## src/rtl/macarray_ctrl.sv

```systemverilog
// Sequencer for the 8x8 MAC-array matmul: latches M/N/T, streams weight and
// input rows from SRAM through two 4-column tiles, and writes 16 result words.
module macarray_ctrl #(
    parameter int unsigned PIPE_LAT = 4,
    parameter int unsigned AW       = 4
) (
    input  logic          i_clk,
    input  logic          i_rst_n,
    input  logic          i_start,
    input  logic [11:0]   i_mnt,
    output logic          o_en_w,
    output logic [AW-1:0] o_addr_w,
    output logic          o_en_i,
    output logic [AW-1:0] o_addr_i,
    output logic          o_en_o,
    output logic          o_rw_o,
    output logic [AW-1:0] o_addr_o,
    output logic          o_w_load,
    output logic [1:0]    o_w_idx,
    output logic          o_w_zero,
    output logic          o_i_valid,
    output logic [2:0]    o_i_row,
    output logic          o_i_zero,
    output logic          o_acc_clr,
    output logic [2:0]    o_o_row,
    output logic          o_o_zero,
    output logic [7:0]    o_k_mask,
    output logic          o_busy,
    output logic          o_done,
    output logic          o_err
);

    typedef enum logic [2:0] {
        S_IDLE,
        S_LDW,
        S_STREAM,
        S_DRAIN,
        S_WRITE,
        S_DONE
    } state_t;

    localparam logic [7:0] DRAIN_LAST = 8'(PIPE_LAT - 1);

    state_t     r_state, w_state_nxt;
    logic [7:0] r_cnt, w_cnt_nxt;
    logic       r_k, w_k_nxt;
    logic       r_start_q;
    logic [3:0] r_m, r_n, r_t;
    logic       r_err;
    logic       r_w_load, r_w_zero, r_i_valid, r_i_zero;
    logic [1:0] r_w_idx;
    logic [2:0] r_i_row;

    logic       w_accept, w_legal;
    logic [2:0] w_col, w_row;
    logic       w_col_live, w_row_live, w_tile_dead;

    function automatic logic f_legal(input logic [3:0] f);
        return (f != 4'd0) && (f <= 4'd8);
    endfunction

    assign w_accept    = (r_state == S_IDLE) && i_start && !r_start_q;
    assign w_legal     = f_legal(i_mnt[11:8]) && f_legal(i_mnt[7:4]) && f_legal(i_mnt[3:0]);
    assign w_col       = {r_k, r_cnt[1:0]};
    assign w_row       = r_cnt[2:0];
    assign w_col_live  = {1'b0, w_col} < r_m;
    assign w_row_live  = {1'b0, w_row} < r_t;
    // Whole second tile lies beyond M: every result column there is zero.
    assign w_tile_dead = r_k && (r_m <= 4'd4);

    always_comb begin
        w_state_nxt = r_state;
        w_cnt_nxt   = r_cnt + 8'd1;
        w_k_nxt     = r_k;
        case (r_state)
            S_IDLE: begin
                w_cnt_nxt = '0;
                w_k_nxt   = 1'b0;
                if (w_accept)
                    w_state_nxt = w_legal ? S_LDW : S_DONE;
            end
            S_LDW: begin
                if (r_cnt == 8'd3) begin
                    w_state_nxt = S_STREAM;
                    w_cnt_nxt   = '0;
                end
            end
            S_STREAM: begin
                if (r_cnt == 8'd7) begin
                    w_state_nxt = S_DRAIN;
                    w_cnt_nxt   = '0;
                end
            end
            S_DRAIN: begin
                if (r_cnt == DRAIN_LAST) begin
                    w_state_nxt = S_WRITE;
                    w_cnt_nxt   = '0;
                end
            end
            S_WRITE: begin
                if (r_cnt == 8'd7) begin
                    w_state_nxt = r_k ? S_DONE : S_LDW;
                    w_cnt_nxt   = '0;
                    w_k_nxt     = ~r_k;
                end
            end
            S_DONE: begin
                w_state_nxt = S_IDLE;
                w_cnt_nxt   = '0;
            end
            default: begin
                w_state_nxt = S_IDLE;
                w_cnt_nxt   = '0;
            end
        endcase
    end

    always_comb begin
        o_en_w    = 1'b0;
        o_addr_w  = '0;
        o_en_i    = 1'b0;
        o_addr_i  = '0;
        o_en_o    = 1'b0;
        o_rw_o    = 1'b0;
        o_addr_o  = '0;
        o_acc_clr = 1'b0;
        o_o_row   = '0;
        o_o_zero  = 1'b0;
        o_done    = 1'b0;
        case (r_state)
            S_LDW: begin
                o_en_w    = w_col_live;
                o_addr_w  = w_col_live ? AW'(w_col) : '0;
                o_acc_clr = (r_cnt == 8'd0);
            end
            S_STREAM: begin
                o_en_i   = w_row_live;
                o_addr_i = w_row_live ? AW'(w_row) : '0;
            end
            S_WRITE: begin
                o_en_o   = 1'b1;
                o_rw_o   = 1'b1;
                o_addr_o = AW'({r_k, w_row});
                o_o_row  = w_row;
                o_o_zero = !w_row_live || w_tile_dead;
            end
            S_DONE:  o_done = 1'b1;
            default: ;
        endcase
    end

    always_comb begin
        for (int unsigned i = 0; i < 8; i++)
            o_k_mask[i] = 4'(i) < r_n;
    end

    assign o_busy    = (r_state == S_LDW) || (r_state == S_STREAM) ||
                       (r_state == S_DRAIN) || (r_state == S_WRITE);
    assign o_err     = r_err;
    assign o_w_load  = r_w_load;
    assign o_w_idx   = r_w_idx;
    assign o_w_zero  = r_w_zero;
    assign o_i_valid = r_i_valid;
    assign o_i_row   = r_i_row;
    assign o_i_zero  = r_i_zero;

    always_ff @(posedge i_clk or negedge i_rst_n) begin
        if (!i_rst_n) begin
            r_state   <= S_IDLE;
            r_cnt     <= '0;
            r_k       <= 1'b0;
            r_start_q <= 1'b0;
            r_m       <= '0;
            r_n       <= '0;
            r_t       <= '0;
            r_err     <= 1'b0;
            r_w_load  <= 1'b0;
            r_w_idx   <= '0;
            r_w_zero  <= 1'b0;
            r_i_valid <= 1'b0;
            r_i_row   <= '0;
            r_i_zero  <= 1'b0;
        end else begin
            r_state   <= w_state_nxt;
            r_cnt     <= w_cnt_nxt;
            r_k       <= w_k_nxt;
            r_start_q <= i_start;
            if (w_accept) begin
                r_m   <= i_mnt[11:8];
                r_n   <= i_mnt[7:4];
                r_t   <= i_mnt[3:0];
                r_err <= !w_legal;
            end
            // SRAM data arrives one cycle after the enable, so the datapath strobes trail the issue.
            r_w_load  <= (r_state == S_LDW);
            r_w_idx   <= (r_state == S_LDW) ? r_cnt[1:0] : '0;
            r_w_zero  <= (r_state == S_LDW) && !w_col_live;
            r_i_valid <= (r_state == S_STREAM);
            r_i_row   <= (r_state == S_STREAM) ? w_row : '0;
            r_i_zero  <= (r_state == S_STREAM) && !w_row_live;
        end
    end

endmodule

```

## config.mk

```make
export PLATFORM = sky130hd
export DESIGN_NAME = macarray_ctrl
export DESIGN_NICKNAME = d
export VERILOG_FILES = /design/src/rtl/macarray_ctrl.sv
export SDC_FILE = /design/constraint.sdc
export NUM_CORES = 1
export LEC_CHECK = 0
export ABC_AREA = 1
export BUFFER_PORTS_ARGS = -buffer_cell sky130_fd_sc_hd__buf_2
export CAP_MARGIN = 20
export CORE_UTILIZATION = 54
export CTS_BUF_LIST = sky130_fd_sc_hd__clkbuf_4
export DETAILED_ROUTE_END_ITERATION = 12
export PLACE_DENSITY = 0.82
export SYNTH_ARGS = -nofsm -noshare
export SYNTH_HDL_FRONTEND = slang
export SYNTH_SLANG_ARGS = --single-unit
```

## constraint.sdc

```tcl
create_clock -name i_clk -period 1.64 [get_ports i_clk]
set_input_delay 0.246 -clock i_clk [delete_from_list [all_inputs] [get_ports i_clk]]
set_output_delay 0.246 -clock i_clk [all_outputs]
set_load 0.03 [all_outputs]
```

==> flow_metrics.py <==
metrics = {
    "worst_setup_path": {
        "worstSetupStartpoint": "r_cnt[1]",
        "cp-end-kind": "output pin",
        "reg2reg_slack_ns": -0.18,
        "slowest_stage": "dfrtp_1",
        "cp.arrival_ns": 1.90,
        "critPathLaunchType": "flop",
        "cp.required_ns": 1.39,
        "r2r_end": "r_state[2]",
        "r2r_cells": 11,
        "r2r_start": "r_cnt[1]",
        "worstPathCellList": "ha_1, a21boi_1, o21bai_1, a21boi_4, nand2_4, nor2_4, buf_6",
        "cp_slowest_stage_delay_ns": 0.41,
        "worst-setup-path-type": "flop to output pin",
        "critPathMaxFanout": 4,
    },
    "die": {
        "core_area_sq_um": 3420,
        "die_area_sq_um": 3890,
        "die_width_um": 62.3,
        "num_rows": 21,
        "die_y_um": 62.3,
        "io_pins": 56,
        "start_util": 0.575,
    },
    "logic_synthesis": {
        "synth.area.top_cells": "dfrtp_1 (45%), nand2_1 (7.6%), inv_1 (6.7%)",
        "ys_types": 35,
        "yosysTopAreaCellShare": 0.446,
        "synth-seq-cells": 35,
        "avgSynthCellArea_sq_um": 8.40,
        "synth.cell_area_sq_um": 1970,
        "synth_seq_area_share": 0.446,
        "synth_top_cell_by_area": "dfrtp_1",
        "yosysWarnings": 0,
        "syn_inst": 234,
    },
    "clock_tree": {
        "cts_buffer_depth": 2,
        "clock_latency_ns": 0.34,
        "tritoncts": "built",
        "clk_pin_slew_ns": 0.09,
        "clk_root_buffer_cell": "clkbuf_4",
        "clock-sinks": 35,
        "cts_buffers": 5,
        "cts_max_level": 2,
    },
    "place": {
        "gp_congestion": 0.833,
        "io_buffers": 53,
        "dp_hpwl_mm": 3.20,
    },
    "timing": {
        "skew_ns": 0.00271,
        "finalHoldViolCount": 0,
        "worst_slack_ns": -0.509,
        "hold_slack_ns": 0.143,
        "clock.fmax_ghz": 0.465,
        "final.period_utilization": 1.31,
        "rsz0062_at_grt": "yes",
        "setup_viol": 26,
        "slew_viol_final": 0,
        "min_period_ns": 2.15,
    },
    "worst_hold_path": {
        "min_to": "r_t[0]",
        "worst_hold_path_type": "input pin to flop",
        "hold_depth": 2,
        "hp-start": "i_mnt[0]",
    },
    "routing": {
        "routed_via_density": 5.22,
        "vias": 1926,
        "drc": 0,
        "wl_mm": 5.74,
        "ant_nets": 0,
        "firstDrtPassIters": 4,
        "post_drt_wl_per_cell_um": 15.6,
        "dr.first_iter.drc_count": 104,
    },
    "finish": {
        "nNetsFinal": 345,
        "final_util": 0.851,
        "diodes": 0,
        "nFillCells": 188,
        "final_layout_size_suffix_gt1_frac": 0.474,
        "area_growth_syn_to_layout_pct": 47.9,
    },
    "status": {
        "status": "finished with violations",
        "violations": "negative setup slack",
    },
    "global_routing": {
        "track_usage": 0.257,
        "antenna_found_initial": 0,
        "grt_overflow": 0,
        "grt_max_degree": 36,
        "grt_pass1_vias": 1731,
        "grt_pass1_wl_mm": 7.57,
    },
    "power_and_ir_drop": {
        "p_leak_nw": 1.52,
        "power.density_nw_per_um2": 1840,
        "p_total_mw": 5.36,
        "ir_drop_uv": 866,
    },
    "flow_run": {
        "maxCapViolCount": 0,
    },
}
registers in the layout (all words and copies together), names as in the netlist:
register	cells
o_i_valid	1
o_i_zero	1
r_cnt	8
o_err	1
o_w_idx	2
r_start_q	1
r_k	1
r_m	4
r_n	4
o_w_zero	1
o_i_row	3
r_t	4
o_w_load	1
r_state	3
Yosys cell counts (all sizes together):
master  number
nand2       46
inv         41
nor2        39
dfrtp       35
o21ai       14
nand3       11
a21oi       10
buf          9
ha           6
a21boi       4
nand4        3
nor3         3
mux2         2
o21bai       2
xor2         2
and3         1
conb         1
nor4         1
o21a         1
o22ai        1
or2          1
xnor2        1
layout make-up:
class,instances,area (sq um),share of cell area
Multi-Input combinational cell,150,1060,0.364
Clock inverter,1,7.51,0.00258
Tap cell,46,57.6,0.0198
Timing Repair Buffer,91,701,0.241
Sequential cell,35,880,0.303
Inverter,41,166,0.0573
Clock buffer,5,37.5,0.0129
placed cells by master (no fill, tap or decap), types with 3 or more instances in the layout:
cell type  netlist  layout
a21boi_1         2       3
a21oi_1         10       9
buf_2            0      31
buf_4            7      33
buf_6            2      24
clkbuf_4         0       6
dfrtp_1         35      32
dfrtp_2          0       3
ha_1             6       4
inv_1           35      28
inv_2            6      10
nand2_1         40      35
nand2_4          5       8
nand3_1         10      10
nand4_1          3       3
nor2_1          34      23
nor2_4           2      14
o21ai_1          9       9
timing repair:
action / in CTS / in global routing
setup endpoints to repair: 24 / 27
gates resized for setup: 50 / 39
hold endpoints to repair: 35 / 1
pin swaps: 8 / 15
hold buffers: 1 / 1
buffers inserted: 7 / 12
logic make-up (layout without fill, tap and decap cells):
group                      after synthesis  count (layout)  share of synthesized area
muxes                                    2               2                     0.0153
DFF                                     35              35                      0.446
xor gates and xnor gates                 3               3                     0.0134
buffers and inverters                   50             138                      0.116
adders and majority gates                6               6                     0.0382
AOI/OAI and AO/OA                       32              32                      0.101
other                                    1               2                    0.00191
and+or+nand+nor                        105             105                      0.269
metrics by stage:
step / area, sq um / std cells / worst slack, ns / TNS, ns
2_1_floorplan: 2030 / 235 / -0.0958 / -0.391
4_1_cts: 2660 / 357 / -0.559 / -4.73
3_3_place_gp: 2410 / 343 / -0.229 / -1.44
3_5_place_dp: 2410 / 343 / -0.359 / -2.28
6_report: 2910 / 369 / -0.509 / -6.17
5_1_grt: 2910 / 369 / -0.642 / -9.03
routing by layer:
metal / wire length (um) / vias to the layer above / GRT usage
li1: - / 899 / -
met1: 2140 / 918 / 0.283
met2: 3040 / 88 / 0.455
met3: 316 / 21 / 0.0643
met4: 254 / 0 / 0.137
met5: 0 / - / 0
worst max-delay path by stage:
stage             endpoint
2_1_floorplan  o_addr_i[0]
3_3_place_gp   o_addr_i[0]
3_5_place_dp   o_addr_i[2]
4_1_cts        o_addr_i[2]
5_1_grt        o_addr_w[1]
6_report       o_addr_w[1]
power breakdown:
group / switching, mW / leakage (nW) / internal, mW / total, mW
Combinational: 2.14 / 1.05 / 1.47 / 3.61
Sequential: 0.202 / 0.446 / 1.12 / 1.32
Clock: 0.274 / 0.0232 / 0.151 / 0.424
worst max-delay path: cells and delay by family (launching register included):
kind                       cells  cell delay [ns]
and+or+nand+nor                2             0.21
buffers and inverters          1             0.13
adders and majority gates      1             0.28
AOI/OAI and AO/OA              3             0.52
DFF                            1             0.41
No activity file was read; power rests on OpenSTA's default activity.
